<file path="src/rtl/dac_pkg.sv">
// Shared definitions for the DAC write scheduler: I2C address/command
// encodings, FSM state encoding and the 32-bit frame layout handed to the
// I2C frame engine.
package dac_pkg;

  localparam logic [7:0]  SLAVE_ADDR_DEF   = 8'hC0;
  localparam logic [2:0]  CMD_WRITE_DAC    = 3'b010;
  localparam logic [2:0]  CMD_WRITE_DAC_EE = 3'b011;
  localparam int unsigned TIMER_W          = 32;

  typedef enum logic [2:0] {
    ST_IDLE    = 3'd0,
    ST_REQ     = 3'd1,
    ST_RUN     = 3'd2,
    ST_EE_WAIT = 3'd3,
    ST_ABORT   = 3'd4
  } state_t;

  typedef struct packed {
    logic [7:0] addr;
    logic [7:0] cmd;
    logic [7:0] data_hi;
    logic [7:0] data_lo;
  } frame_t;

  // Command byte: C2:C0, two reserved zeros, PD1:PD0, trailing zero.
  function automatic logic [7:0] cmd_byte(input logic [2:0] cmd, input logic [1:0] pd);
    return {cmd, 2'b00, pd, 1'b0};
  endfunction

endpackage

</file>
<file path="src/rtl/sample_tick_gen.sv">
// Sample-rate tick generator.
// Ports: CLOCK_50 / iRST_N - clock and async active-low reset;
//        tick - one-cycle pulse each time the 0..DIV-1 counter wraps.
module sample_tick_gen #(
  parameter int unsigned DIV = 6250
) (
  input  logic CLOCK_50,
  input  logic iRST_N,
  output logic tick
);

  localparam int unsigned CNT_W = (DIV > 1) ? $clog2(DIV) : 1;

  logic [CNT_W-1:0] cnt;

  // Free-running divider; tick is registered so it is glitch-free.
  always_ff @(posedge CLOCK_50 or negedge iRST_N) begin
    if (!iRST_N) begin
      cnt  <= '0;
      tick <= 1'b0;
    end else begin
      tick <= (cnt == CNT_W'(DIV - 1));
      if (cnt == CNT_W'(DIV - 1)) cnt <= '0;
      else                        cnt <= cnt + CNT_W'(1);
    end
  end

endmodule

</file>
<file path="src/rtl/dac_write_scheduler.sv">
// Schedules every write to an MCP4725-class DAC over the shared I2C frame
// engine: periodic sample frames, host power-down config writes and
// EEPROM writes, with a post-EEPROM lockout and END-edge timeouts.
// Ports:
//   CLOCK_50, iRST_N         - clock, async active-low reset
//   audio_in_signed[15:0]    - signed sample, captured on the sample tick
//   cfg_req, pd_mode[1:0]    - power-down config write request and mode
//   ee_req                   - DAC+EEPROM write request
//   i2c_end, i2c_ack         - engine END (1 = idle/done) and ACK (1 = NACK)
//   i2c_data[31:0], i2c_go   - frame {addr, cmd, data_hi, data_lo} and request
//   busy                     - FSM outside IDLE
//   drop_cnt[15:0]           - saturating count of overrun sample ticks
//   nack_err, timeout_err    - sticky error flags
module dac_write_scheduler
  import dac_pkg::*;
#(
  parameter int unsigned CLK_Freq       = 50_000_000,
  parameter int unsigned SAMPLE_RATE    = 8_000,
  parameter logic [7:0]  SLAVE_ADDR     = SLAVE_ADDR_DEF,
  parameter int unsigned EE_WAIT_CYCLES = 2_500_000,
  parameter int unsigned TIMEOUT_CYCLES = 1_000_000
) (
  input  logic        CLOCK_50,
  input  logic        iRST_N,
  input  logic [15:0] audio_in_signed,
  input  logic        cfg_req,
  input  logic [1:0]  pd_mode,
  input  logic        ee_req,
  input  logic        i2c_end,
  input  logic        i2c_ack,
  output logic [31:0] i2c_data,
  output logic        i2c_go,
  output logic        busy,
  output logic [15:0] drop_cnt,
  output logic        nack_err,
  output logic        timeout_err
);

  localparam int unsigned DIV = CLK_Freq / SAMPLE_RATE;

  logic               end_m, end_s, ack_m, ack_s;
  logic               tick;
  state_t             state, state_d;
  frame_t             data_q, data_d;
  logic               go_d, nack_d, to_d, is_ee_q, is_ee_d;
  logic [TIMER_W-1:0] timer, timer_d;
  logic               samp_pend, cfg_pend, ee_pend;
  logic [1:0]         pd_reg;
  logic [11:0]        held12;
  logic               launch_ee_c, launch_cfg_c, launch_samp_c;
  logic               unused_audio_lsbs;

  assign unused_audio_lsbs = ^audio_in_signed[3:0];
  assign i2c_data          = data_q;

  sample_tick_gen #(.DIV(DIV)) u_tick (
    .CLOCK_50 (CLOCK_50),
    .iRST_N   (iRST_N),
    .tick     (tick)
  );

  // END/ACK come from the engine's domain: two-flop synchronisers.
  always_ff @(posedge CLOCK_50 or negedge iRST_N) begin
    if (!iRST_N) begin
      end_m <= 1'b0;
      end_s <= 1'b0;
      ack_m <= 1'b0;
      ack_s <= 1'b0;
    end else begin
      end_m <= i2c_end;
      end_s <= end_m;
      ack_m <= i2c_ack;
      ack_s <= ack_m;
    end
  end

  // Pending requests, held sample and overrun counter.
  always_ff @(posedge CLOCK_50 or negedge iRST_N) begin
    if (!iRST_N) begin
      samp_pend <= 1'b0;
      cfg_pend  <= 1'b0;
      ee_pend   <= 1'b0;
      pd_reg    <= 2'b00;
      held12    <= 12'h800;
      drop_cnt  <= '0;
    end else begin
      // Offset-binary conversion: adding 32768 only flips the sign bit.
      if (tick) begin
        held12    <= {~audio_in_signed[15], audio_in_signed[14:4]};
        samp_pend <= 1'b1;
        if (samp_pend && !launch_samp_c && drop_cnt != 16'hFFFF)
          drop_cnt <= drop_cnt + 16'd1;
      end else if (launch_samp_c) begin
        samp_pend <= 1'b0;
      end

      if (cfg_req) begin
        cfg_pend <= 1'b1;
        pd_reg   <= pd_mode;
      end else if (launch_cfg_c) begin
        cfg_pend <= 1'b0;
      end

      if (ee_req)           ee_pend <= 1'b1;
      else if (launch_ee_c) ee_pend <= 1'b0;
    end
  end

  // FSM state and registered outputs.
  always_ff @(posedge CLOCK_50 or negedge iRST_N) begin
    if (!iRST_N) begin
      state       <= ST_IDLE;
      data_q      <= '0;
      i2c_go      <= 1'b0;
      busy        <= 1'b0;
      nack_err    <= 1'b0;
      timeout_err <= 1'b0;
      timer       <= '0;
      is_ee_q     <= 1'b0;
    end else begin
      state       <= state_d;
      data_q      <= data_d;
      i2c_go      <= go_d;
      busy        <= (state_d != ST_IDLE);
      nack_err    <= nack_d;
      timeout_err <= to_d;
      timer       <= timer_d;
      is_ee_q     <= is_ee_d;
    end
  end

  // Next-state logic; timer counts cycles spent in the current state.
  always_comb begin
    state_d       = state;
    data_d        = data_q;
    go_d          = i2c_go;
    nack_d        = nack_err;
    to_d          = timeout_err;
    timer_d       = timer + TIMER_W'(1);
    is_ee_d       = is_ee_q;
    launch_ee_c   = 1'b0;
    launch_cfg_c  = 1'b0;
    launch_samp_c = 1'b0;

    unique case (state)
      ST_IDLE: begin
        timer_d = '0;
        if (end_s && (ee_pend || cfg_pend || samp_pend)) begin
          launch_ee_c    = ee_pend;
          launch_cfg_c   = !ee_pend && cfg_pend;
          launch_samp_c  = !ee_pend && !cfg_pend;
          data_d.addr    = SLAVE_ADDR;
          data_d.cmd     = cmd_byte(ee_pend ? CMD_WRITE_DAC_EE : CMD_WRITE_DAC, pd_reg);
          data_d.data_hi = held12[11:4];
          data_d.data_lo = {held12[3:0], 4'b0000};
          is_ee_d        = ee_pend;
          go_d           = 1'b1;
          state_d        = ST_REQ;
        end
      end

      ST_REQ: begin
        if (!end_s) begin
          state_d = ST_RUN;
          timer_d = '0;
        end else if (timer == TIMER_W'(TIMEOUT_CYCLES - 1)) begin
          state_d = ST_ABORT;
          go_d    = 1'b0;
          to_d    = 1'b1;
        end
      end

      ST_RUN: begin
        if (end_s) begin
          go_d    = 1'b0;
          nack_d  = nack_err | ack_s;
          timer_d = '0;
          state_d = is_ee_q ? ST_EE_WAIT : ST_IDLE;
        end else if (timer == TIMER_W'(TIMEOUT_CYCLES - 1)) begin
          state_d = ST_ABORT;
          go_d    = 1'b0;
          to_d    = 1'b1;
        end
      end

      ST_EE_WAIT: begin
        if (timer == TIMER_W'(EE_WAIT_CYCLES - 1)) state_d = ST_IDLE;
      end

      ST_ABORT: begin
        go_d = 1'b0;
        to_d = 1'b1;
        if (end_s) state_d = ST_IDLE;
      end

      default: state_d = ST_IDLE;
    endcase
  end

endmodule

</file>
<file path="config.mk">
export PLATFORM = sky130hd
export DESIGN_NAME = dac_write_scheduler
export DESIGN_NICKNAME = d
export VERILOG_FILES = /design/src/rtl/dac_pkg.sv /design/src/rtl/sample_tick_gen.sv /design/src/rtl/dac_write_scheduler.sv
export SDC_FILE = /design/constraint.sdc
export NUM_CORES = 1
export LEC_CHECK = 0
export ABC_AREA = 1
export BUFFER_PORTS_ARGS = -buffer_cell sky130_fd_sc_hd__clkbuf_2
export CAP_MARGIN = 5
export CORE_MARGIN = 10
export CORE_UTILIZATION = 39
export CTS_CLUSTER_DIAMETER = 60
export DETAILED_ROUTE_END_ITERATION = 10
export MAX_ROUTING_LAYER = met4
export PLACE_DENSITY_LB_ADDON = 0.08
export SYNTH_ARGS = -nofsm -noshare
export SYNTH_HDL_FRONTEND = slang
export SYNTH_HIERARCHICAL = 1
export SYNTH_SLANG_ARGS = --single-unit
</file>
<file path="constraint.sdc">
create_clock -name CLOCK_50 -period 3.88 [get_ports CLOCK_50]
set_input_delay 0.194 -clock CLOCK_50 [delete_from_list [all_inputs] [get_ports CLOCK_50]]
set_output_delay 0.194 -clock CLOCK_50 [all_outputs]
set_load 0.1 [all_outputs]
</file>
=== Yosys cells after proc, flatten, opt, wreduce, memory -nomap -nowiden ===
Index checks and enable logic that the tools add are counted.

* Register bits after elaboration: 109
* ROM bits: 0
* Bits in writable memories: 0
* Memories kept: 0
* Latch bits: 0
* Logic and storage cells: 95
* Output and inout bits: 52
* Bits of input ports: 24

* Add/subtract/negate cells: 3
* Mux-type cells: 34
* Reductions and logical operators: 22
* Divide/modulo/power cells: 0
* Eq/ne operators: 11
* $lt $le $gt $ge: 0
* Shift operators: 0
* Multipliers: 0
* Bitwise logic cells: 2

{| class="wikitable"
|+ Operators by type and width
! kind !! count
|-
| $pmux 32 s3 || 1
|-
| $mux 32 || 2
|-
| $add 32x1->32 const B || 1
|-
| $eq 32x20->1 const B || 1
|-
| $eq 32x22->1 const B || 1
|-
| $mux 1 || 20
|-
| $mux 3 || 6
|-
| $add 16x1->16 const B || 1
|-
| $ne 16x16->1 const B || 1
|-
| $pmux 3 s5 || 1
|-
| $add 13x1->13 const B || 1
|-
| $eq 13x13->1 const B || 1
|-
| $mux 13 || 1
|-
| $eq 3x2->1 const B || 2
|-
| $ne 2x2->1 const B || 3
|-
| $reduce_and 2->1 || 3
|-
| $reduce_and 3->1 || 2
|-
| $reduce_bool 2->1 || 3
|-
| $reduce_bool 3->1 || 2
|-
| $logic_and 1x1->1 || 5
|-
| $pmux 1 s4 || 1
|-
| $reduce_bool 4->1 || 1
|-
| $eq 3x1->1 const B || 1
|-
| $eq 3x3->1 const B || 1
|-
| other kinds (7) || 10
|}

=== Longest topological paths before layout ===
Gate-level depths: netlist of run 1.

* Word-level depth: 9
* Depth in mapped cells: 10
* Depth with buffers taken out: 10

=== Hierarchy ===
Netlist of run 1, hierarchy kept.

{| class="wikitable"
|+ Modules (own cells, without submodules)
! module !! instances !! cells an instance !! area an instance (um2) !! seq. area each (um2)
|-
| dac_write_scheduler || 1 || 640 || 4883.4 || 2303.5
|-
| sample_tick_gen || 1 || 118 || 832.0 || 350.3
|}

=== Worst setup path after synthesis of run 1 ===
No wires, ideal clock.

* Path type: register -> register
* From: reg drop_cnt[1]
* To: reg drop_cnt[11]
* Cell stages (with the launch flop): 10
* Period minus slack after synthesis: 2154 ps
* Required time: 3760 ps
* Setup time: 120 ps
* Setup slack: 1726 ps
* Buffers on the path: 1
* Arrival time: 2034 ps
* Cells stage by stage: dfrtp_1 -> ha_1 -> nand3_1 -> inv_1 -> nand4_1 -> nand4_2 -> inv_2 -> buf_2 -> nand2_1 -> nand2_1

* Cells in the longest elaborated chain, start to end: 3
* Elaborated cells between the ends (all ways): 4
* Those cells by class: add/sub: 1; eq/ne: 1; reduce/logical: 2

{| class="wikitable"
|+ Ends and longest elaborated chain
! what !! line !! RTL
|-
| from (decl) || dac_write_scheduler.sv:34 || <nowiki>output logic [15:0] drop_cnt,</nowiki>
|-
| from (signal assigned) || dac_write_scheduler.sv:92 || <nowiki>drop_cnt <= drop_cnt + 16'd1;</nowiki>
|-
| branches (longest 3 deep; another with $add 16x1->16) || -- ||
|}

Parallel ways; which one is timed is not known.
A chain may end at the register's enable or synchronous reset.

=== Worst setup path in the final report of run 1 ===
* From: reg drop_cnt[0]
* To: reg drop_cnt[11]

Same word-level chain as after synthesis.

==> key figures, run 1 <==
Critical path
  – Crit-path cells: ha_1 -> nand3_1 -> inv_1 -> nand4_1 -> nand4_2 -> inv_2 -> nand2_1 -> nand2_1
  – WS Path Type: flop to flop
  – Worst path max stage delay: roughly 490 ps
  – Slowest-stage cell, CP: nand4_2
  – Buf/Inv on CP: 2
  – Worst path arrival time: 2450 ps
  – Critical path capture point type: flop
  – CP required: 4170 ps
  – Critical Path Start Type: flop
  – Crit path max-delay family: simple AND/OR/NAND/NOR gates
  – Maximum fanout along the worst path: 21
  – Most numerous cell on the critical path: nand2_1

Floorplan
  – IO Pins: between 70 and 80
  – Chip Height: between 100 and 150 microns
  – Row count: 44
  – Die outline area: 19900 sq um
  – Die width: between 100 and 150 microns
  – Starting Density: 0.3963
  – Core area: 14420 sq um

Detailed routing
  – TritonRoute pass-1 iters: 4
  – Vias/cell: between 4 and 5
  – Mean routed wirelength per cell: 12.96 microns
  – DRC viols: 0
  – ANT nets after route: 0
  – Initial DRC Count: 307
  – Final wirelength: 13010 microns
  – Via count: 4700

Place
  – Port buffer count: 57
  – Routability cong.: around 0.87
  – DP HPWL: approximately 10000 microns
  – Placed Area: just over 6000 sq um
  – Placed cells: between 900 and 1k

Finish
  – Cell Count, Final, Fillers Out: about 1.0k
  – Final antenna diode count: 0
  – Post-layout nets: around 840
  – Filler cell count: roughly 1.5k
  – Cell area after layout: 6426 sq um
  – Layout area overhead: 12.43%
  – Largest Register: timer
  – Layout cells sized above 1: 0.1378
  – Final core occ: 0.4455
  – Max reg flops: 32

Outcome
  – Outcome: finished, final reports clean

Synthesis
  – Warnings, synthesis: 6
  – Cell Area, Synth: 5715 sq um
  – Syn_area_per_cell: between 7 and 8 sq um
  – Netlist cell types: 37
  – Post-Syn Instances: 758
  – Sequential fraction of the synthesis area: 0.4643
  – Synth Register Bits: roughly 110

Clock network
  – CTS tree: done
  – Clock Path Buffers: 2
  – Clock Latency Late Sink: about 350 ps
  – Clk slew on worst S/H paths: about 80 ps
  – CTS buffer count: 9
  – CTS Root Cell: clkbuf_16
  – Sink Count: approximately 110
  – Post-CTS Resized: 0
  – Htree depth: 3

Timing
  – RSZ-0062 raised after global routing: no
  – Slew headroom: 0.4511
  – Hold Vio Cnt, Final: 0
  – Worst Max-Slew Pin Slew: 822.5 ps
  – Final Slew Violations: 0
  – Setup TNS: 0 ps
  – Tcrit/Tclk final: 0.5564
  – Post-layout minimum cycle time: 2159 ps
  – Max Clk Rate: ~460 MHz
  – Setup violators final: 0
  – Final Skew: about 8.8 ps

Global routing
  – Gr ovfl total: 0
  – First-pass GRT wire length: roughly 22000 microns
  – GRT Resource Usage Total: 0.1377
  – Largest net degree at the start of global routing: 47
  – Vias in the first global route: around 4.7k
  – Initial antenna violation count: 0

Job
  – Max Cap Viol: 0

Power
  – Pwr Total: between 0.003 and 0.004 W
  – Power Density: ~540 nW/um^2
  – Leak pwr: between 3 and 4 nW
  – Max rail drop VDD: roughly 0.46 mV

Hold path
  – Hold Path Class: input port to flop
==> area by class of cell <==
class | count | area (sq um) | area share
Sequential cell | 106 | 2654 | 0.4130
Multi-Input combinational cell | 527 | 2504 | 0.3896
Inverter | 109 | 409.1 | 0.06367
Timing Repair Buffer | 62 | 332.8 | 0.05179
Clock buffer | 10 | 239.0 | 0.03719
Tap cell | 184 | 230.2 | 0.03583
Clock inverter | 6 | 57.56 | 0.008956
==> Yosys cell counts (all sizes together) <==
master  instances  share of area
a21o            3         0.0039
a21oi          19          0.017
buf            25          0.032
clkbuf          4         0.0026
conb            1        0.00066
dfrtp         105           0.46
dfstp           1         0.0046
ha              4         0.0088
inv           109          0.072
nand2         208           0.14
nand2b          1         0.0011
nand3          38          0.038
nand3b          1         0.0013
nand4          14          0.016
nor2          126          0.095
nor3           20          0.019
nor3b           1         0.0013
o21a            2         0.0026
o21ai          49          0.044
o21bai          2         0.0026
or2             2         0.0022
xnor2          12          0.018
xor2           11          0.018
==> cells in the final DEF, fill, tap and decap left out, types with 3 or more instances in the layout <==
cell type	netlist	layout
dlygate4sd3_1	0	3
nor2_4	6	6
clkinv_4	0	4
conb_1	1	14
ha_1	4	4
a21oi_1	19	19
o21ai_1	13	13
nand2_1	203	203
buf_4	18	3
o21ai_0	34	34
nor2_1	110	110
nor3_1	18	18
inv_1	104	104
nor2_2	10	10
clkbuf_2	0	56
nand3_2	3	3
xor2_1	10	10
inv_2	5	5
xnor2_1	12	12
dfrtp_1	105	105
nand3_1	34	34
clkbuf_16	0	9
nand2_2	5	5
a21o_1	3	3
nand4_1	13	13
==> metal layers <==
layer / track usage / share of wire / vias up
li1: - / - / 2430
met1: 0.1867 / 0.50 / 2185
met2: 0.1988 / 0.44 / 70
met3: 0.02855 / 0.045 / 15
met4: 0.04837 / 0.014 / 0
met5: - / 0 / -
==> worst register-to-register path: stages, from the launching register on <==
cell     delay (ps)
dfrtp_1         420
ha_1            240
nand3_1         150
inv_1            90
nand4_1         150
nand4_2         490
inv_2           410
nand2_1          90
nand2_1          70
==> stage by stage <==
step	hold WS, ps	worst slack (ps)
floorplan	-101.6	1726
global placement	248.3	1751
detailed placement	261.6	1706
CTS	20.55	1669
global route	30.00	1471
finish	28.78	1721
==> report_power, final <==
group          leakage, nW  total, W  internal, W  switching, W
Sequential            1.32   0.00131      0.00123     0.0000826
Clock                0.147  0.000900     0.000467      0.000433
Combinational         1.73   0.00126     0.000196       0.00107
==> worst paths after layout <==
kind                                         startpoint                        to  slack [ps]  depth (start not counted)
worst max register to register  drop_cnt[0]$_DFFE_PN0P_  drop_cnt[11]$_DFFE_PN0P_        1720                          8
worst min-delay path                             ee_req       ee_pend$_DFFE_PN0P_          30                          2
min in group asynchronous                        iRST_N       timer[29]$_DFF_PN0_         400                          2
worst max-delay path            drop_cnt[0]$_DFFE_PN0P_  drop_cnt[11]$_DFFE_PN0P_        1720                          8
worst min register to register          ack_m$_DFF_PN0_           ack_s$_DFF_PN0_         350                          0
max in group asynchronous                        iRST_N    held12[11]$_DFFE_PN1P_        2570                          3
==> repair_timing <==
action	CTS	global route
hold buffers	3	0
buffers inserted	0	0
hold endpoints to repair	46	0
==> kinds of logic after synthesis <==
logic type,share of synthesized area
adder cells (fa/ha/maj),0.008757
AND/OR/NAND/NOR,0.3135
buffers and inverters,0.1062
AO/OA/AOI/OAI,0.07005
other,0.0006561
XOR/XNOR,0.03656
flip-flops,0.4643
(Power assumes the default switching activity.)
==> inputs of run 2 (changes only) <==
- ABC_AREA: 1 -> 0
- clock period: 3.88 -> 2 ns (I/O delays scaled with it)
==> run 2 against run 1 <==
  * Non-clock buffer count up 77
  * Critical path type unchanged
  * Largest power group unchanged
  * Highest routed layer unchanged
  * Die area down 10%
  * Power increased by 34%
  * Cell area increased by 1.8%
  * Setup slack worse by 1700 ps
==> key figures, run 2 <==
Outcome
  – Outcome: finished, final reports clean

Timing
  – Final Skew: 7.996 ps
  – Post-layout minimum cycle time: slightly below 2000 ps
  – Min Hold Slack: 215.9 ps
  – Max Clk Rate: 508.7 MHz
  – Slew headroom: 0.6238
  – Setup TNS: 0 ps
  – Worst Max-Slew Pin Slew: between 500 and 600 ps
  – Final Slew Violations: 0
  – Hold Vio Cnt, Final: 0
  – Tcrit/Tclk final: 0.9828
  – Setup violators final: 0
  – RSZ-0062 raised after global routing: yes

Synthesis
  – Synth cell count leaders: dfrtp_1 (105), nor2_1 (45), mux2_2 (28)
  – Cell Area, Synth: slightly above 5000 sq um
  – Most frequent cell after synthesis: dfrtp_1
  – Post-synth EDFFs: 0
  – Fraction of registers with async set/reset: 1.000
  – Cell taking the most area after synthesis: dfrtp_1
  – Syn_area_per_cell: 10.87 sq um
  – Ranking of synthesized cells by area: dfrtp_1 (52%), mux2_2 (6.3%), xor2_1 (4.5%)
  – Post-Syn Instances: about 460
  – Warnings, synthesis: 6
  – Synth Register Bits: 106
  – Ys flop type: dfrtp_1
  – Netlist cell types: between 50 and 60
  – Post-synth top area share: 0.5220
  – Sequential fraction of the synthesis area: 0.5272

Floorplan
  – Die width: around 130 microns
  – Starting Density: 0.3989
  – Core area: around 13000 sq um
  – Die outline area: 17850 sq um
  – Chip Height: around 130 microns
  – IO Pins: 76
  – Row count: a little over 40

Power
  – Clock share of power: 0.355
  – Leak pwr: roughly 3.1 nW
  – Gate power share: 0.158
  – Max rail drop VDD: about 0.52 mV
  – Switching share of power: 0.3028
  – P_int: roughly 0.0032 W
  – Power Density: approximately 710 nW/um^2
  – Flop pwr share: 0.487
  – Net Switching: between 0.001 and 0.0015 W

Clock network
  – CTS tree: done
  – Sink Count: between 100 and 150
  – Htree depth: 3
  – Clock Latency Late Sink: roughly 350 ps
  – CTS buffer count: 9
  – Clk slew on worst S/H paths: around 70 ps
  – Clock Path Buffers: 2
  – CTS Root Cell: clkbuf_16

Global routing
  – Vias in the first global route: 3957
  – First-pass GRT wire length: a little under 20000 microns
  – GRT Resource Usage Total: 0.1348
  – Initial antenna violation count: 0
  – Largest net degree at the start of global routing: 46
  – Gr ovfl total: 0

Detailed routing
  – Initial DRC Count: approximately 210
  – Final wirelength: about 11000 microns
  – DRC viols: 0
  – ANT nets after route: 0
  – Mean routed wirelength per cell: between 10 and 15 microns
  – Via count: about 3.8k
  – Vias/cell: between 4 and 5
  – TritonRoute pass-1 iters: 4

Place
  – Routability cong.: 0.8622
  – Placed cells: about 730
  – Port buffer count: 57
  – DP HPWL: between 8000 and 9000 microns

Critical path
  – CP required: ~2300 ps
  – Critical path capture point type: flop
  – Critical Path Start Type: flop
  – Worst path arrival time: 2240 ps
  – WS Path Type: flop to flop
  – Maximum fanout along the worst path: 7
  – Reg2Reg Depth: 5

Finish
  – Most frequent cells in the layout: dfrtp_1 (95), buf_4 (61), clkbuf_2 (56), nor2_1 (45), mux2_2 (28)
  – Layout area overhead: 29.93%
  – Cell Count, Final, Fillers Out: 771
  – Max reg flops: 32
  – Final core occ: 0.5182
  – Post-layout nets: about 620
  – Commonest non-fill, non-tap cell in the layout: dfrtp_1
  – Largest Register: timer
  – Layout cells sized above 1: 0.3456
  – Final antenna diode count: 0
  – Filler cell count: about 1.2k

Hold path
  – Hold Path Class: input port to async pin

Job
  – Max Cap Viol: 0
==> run 2: stage by stage <==
stage          instance area, sq um  total power (W)  worst slack (ps)
3_3_place_gp                   5873         0.003000            -98.20
3_5_place_dp                   5873         0.003007            -141.8
4_1_cts                        6400         0.004728             1.606
5_1_grt                        6540         0.004880            -91.34
6_report                       6540         0.004661             34.30
2_1_floorplan                  5115         0.002838            -111.0
==> run 2: final timing paths <==
kind | from | end | slack [ps]
max | timer[8]$_DFF_PN0_ | timer[20]$_DFF_PN0_ | 30
min | iRST_N | timer[30]$_DFF_PN0_ | 220
max reg2reg | timer[8]$_DFF_PN0_ | timer[20]$_DFF_PN0_ | 30
min reg2reg | end_m$_DFF_PN0_ | end_s$_DFF_PN0_ | 350
max in group asynchronous | iRST_N | held12[8]$_DFFE_PN0P_ | 1040
min in group CLOCK_50 | end_m$_DFF_PN0_ | end_s$_DFF_PN0_ | 350
==> run 2: layout make-up <==
type                    instances  area [sq um]  area share
well taps                     172         215.2     0.03291
inverters                      12         45.04    0.006887
clock inverters                 7         48.80    0.007461
flip-flops and latches        106          2666      0.4077
clock buffers                   9         225.2     0.03444
repair buffers                139         988.4      0.1511
multi-input cells             326          2351      0.3595
==> run 2: metal layers <==
metal / vias up / GRT usage / wire length, microns / part of all wire
met5: - / - / 0 / 0
met4: 0 / 0.03930 / 125 / 0.011
met3: 11 / 0.04098 / 495 / 0.044
met2: 72 / 0.2073 / 5465 / 0.48
met1: 1898 / 0.1679 / 5289 / 0.46
li1: 1862 / - / - / -
==> run 2: cells by family (layout without fill, tap and decap cells) <==
kind of cell | after synthesis | after routing | share of synthesized area
DFF | 106 | 106 | 0.5272
xor gates and xnor gates | 46 | 46 | 0.08004
AOI/OAI and AO/OA | 41 | 41 | 0.05096
and+or+nand+nor | 191 | 191 | 0.2135
other | 1 | 14 | 0.0007450
muxes | 30 | 30 | 0.06761
buffers and inverters | 44 | 167 | 0.04996
adders and majority gates | 4 | 4 | 0.009943
==> run 2: power groups by stage <==
stage          Clock, W  Combinational, W  Sequential (W)
2_1_floorplan         0          0.000329         0.00251
3_3_place_gp          0          0.000700         0.00230
3_5_place_dp          0          0.000706         0.00230
4_1_cts         0.00173          0.000737         0.00226
5_1_grt         0.00182          0.000785         0.00228
6_report        0.00166          0.000734         0.00227
==> run 2: critical path: stages, from the launching register on <==
cell and delay (ps):
dfrtp_1 470, nand4_1 210, or4_4 570, clkbuf_16 170, or3_1 330, a21oi_1 140
==> run 2: what timing repair did <==
item                                    CTS  global route
gates resized for setup                   8            18
hold endpoints to repair                 46             0
buffers inserted                          3             1
endpoints found under the setup margin    5            12
cloned                                    0             1
hold buffers                             19             0
pin swaps                                 5            13
==> inputs of run 3 (changes only) <==
- ABC_AREA: 0 -> 1
==> run 3 against run 2 <==
  * Clock-buffer cell count grew 1
  * Critical path type unchanged
  * Sequential cell count is the same
  * Cell area grew 1.9%
  * Maximum frequency grew 11%
  * Core utilization shrank 5.6 points
  * Setup slack gained 200 ps
  * Combinational power grew to 3.4 times the previous value
  * Clock power grew 9%
  * Die area grew 11%
  * Via count grew 24%
  * Routed wire length grew 16%
==> key figures, run 3 (same netlist as run 1, synthesis figures left out) <==
Global routing
  – Gr ovfl total: 0
  – Largest net degree at the start of global routing: 43
  – GRT Resource Usage Total: 0.1407
  – First-pass GRT wire length: 22730 microns
  – Initial antenna violation count: 0
  – Vias in the first global route: approximately 4.7k

Clock network
  – Setup bufs post-CTS: 0
  – Clk slew on worst S/H paths: roughly 70 ps
  – CTS buffer count: 9
  – CTS tree: done
  – Sink Count: 106
  – Clock Path Buffers: 2
  – Post-CTS Resized: 0
  – CTS Root Cell: clkbuf_16
  – Clock Latency Late Sink: roughly 360 ps
  – Htree depth: 3

Job
  – Max Cap Viol: 0

Finish
  – Layout area overhead: 16.59%
  – Cell Count, Final, Fillers Out: a little over 1k
  – Post-layout nets: 867
  – Max reg flops: 32
  – Most frequent cells in the layout: nand2_1 (203), nor2_1 (110), inv_1 (104), dfrtp_1 (102), clkbuf_2 (56)
  – Commonest non-fill, non-tap cell in the layout: nand2_1
  – Filler cell count: ~1.5k
  – Largest Register: timer
  – Layout cells sized above 1: 0.1445
  – Final antenna diode count: 0

Detailed routing
  – ANT nets after route: 0
  – Mean routed wirelength per cell: around 13 microns
  – DRC viols: 0
  – TritonRoute pass-1 iters: 5
  – Vias/cell: between 4 and 5
  – Initial DRC Count: 230
  – Final wirelength: around 13000 microns
  – Via count: around 4.8k

Critical path
  – Reg-to-reg endpoint: busy$_DFF_PN0_
  – WS Path Type: flop to flop
  – CP required: roughly 2200 ps
  – Maximum fanout along the worst path: 3
  – Reg2reg setup slack: 230 ps
  – Critical Path Start Type: flop
  – Worst path arrival time: ~2000 ps
  – Critical path capture point type: flop
  – Reg2Reg Launch Point: timer[0]$_DFF_PN0_
  – Reg2Reg Depth: 10

Place
  – Placed cells: 991
  – Routability cong.: 0.9093
  – DP HPWL: 9932 microns
  – Port buffer count: between 50 and 60

Timing
  – Final Skew: between 9 and 10 ps
  – Max Clk Rate: roughly 570 MHz
  – Hold Vio Cnt, Final: 0
  – Post-layout minimum cycle time: around 1800 ps
  – Slew headroom: 0.6220
  – Setup TNS: 0 ps
  – Tcrit/Tclk final: 0.8832
  – RSZ-0062 raised after global routing: no
  – Worst Max-Slew Pin Slew: approximately 570 ps
  – Final Slew Violations: 0
  – Setup violators final: 0

Floorplan
  – Die width: approximately 140 microns
  – Die outline area: around 20000 sq um
  – IO Pins: 76
  – Starting Density: 0.3963
  – Core area: between 10000 and 15000 sq um
  – Chip Height: approximately 140 microns
  – Row count: 44

Power
  – Max rail drop VDD: 1.182 mV
  – Pwr Total: between 0.006 and 0.007 W
  – Power Density: about 1000 nW/um^2
  – Clock share of power: 0.263
  – P_int: around 0.0037 W
  – Flop pwr share: 0.369
  – Leak pwr: ~3.3 nW
  – Net Switching: ~0.0031 W
  – Gate power share: 0.368
  – Switching share of power: 0.4580

Hold path
  – Hold Path Class: input port to async pin

Outcome
  – Outcome: finished, final reports clean
==> run 3: cell count changes in the layout (fill, tap and decap cells not counted), moves of 10 or more <==
cell	previous run	this run
inv_1	12	104
mux2_2	28	0
nand2_1	21	203
xor2_1	26	10
o21ai_1	0	13
o21ai_0	13	34
buf_4	61	8
nor2_1	45	110
nand3_1	24	34
==> run 3: per-layer routing <==
metal / share of wire / vias up / GRT usage
met5: 0 / - / -
li1: - / 2473 / -
met3: 0.052 / 14 / 0.04367
met1: 0.48 / 2208 / 0.1805
met2: 0.45 / 85 / 0.2096
met4: 0.011 / 0 / 0.03859
==> run 3: layout make-up <==
class                      count  area, sq um  share of cell area
clock buffer                  10        239.0             0.03586
multi-input combinational    527         2504              0.3757
inverter                     109        409.1             0.06140
clock inverter                 6        53.80            0.008074
sequential                   106         2658              0.3988
tap                          184        230.2             0.03455
timing repair buffer          86        570.5             0.08562
==> run 3: timing repair <==
item,4_1_cts,5_1_grt
hold buffers,21,0
endpoints found under the setup margin,0,0
endpoints found under the hold margin,49,0
==> run 3: metrics by stage <==
stage	instance area, sq um	hold slack, ps	utilization	setup slack [ps]
final	6664	243.3	0.4620	233.6
after floorplan	5768	-195.6	-	8.266
after detailed placement	6161	94.65	0.4271	252.3
after CTS	6664	268.4	0.4620	237.7
after global routing	6664	294.8	0.4620	26.45
after global placement	6161	91.35	0.4271	287.0
==> run 3: how the worst max path moves through the flow <==
stage / startpoint / endpoint
final: timer[0]$_DFF_PN0_ / busy$_DFF_PN0_
after detailed placement: timer[0]$_DFF_PN0_ / busy$_DFF_PN0_
after floorplan: drop_cnt[8]$_DFFE_PN0P_ / drop_cnt[11]$_DFFE_PN0P_
after CTS: timer[0]$_DFF_PN0_ / busy$_DFF_PN0_
after global routing: timer[0]$_DFF_PN0_ / timer[30]$_DFF_PN0_
after global placement: drop_cnt[0]$_DFFE_PN0P_ / drop_cnt[15]$_DFFE_PN0P_
==> run 3: worst max-delay path, cell delays in order, from the launching register on <==
cell and delay (ps):
dfrtp_1 380, ha_1 200, nand2_1 80, nor2_1 180, nand3_1 150, nor2_1 200
nand2_1 120, nand2_1 70, nand2_1 50, nor2_1 120, nand3_1 90
==> run 3: power by group through the flow <==
stage / Combinational, W / Sequential, W / Clock (W)
global route: 0.00269 / 0.00257 / 0.00195
finish: 0.00253 / 0.00253 / 0.00181
global placement: 0.00250 / 0.00257 / 0
floorplan: 0.000874 / 0.00378 / 0
CTS: 0.00256 / 0.00254 / 0.00188
detailed placement: 0.00252 / 0.00258 / 0
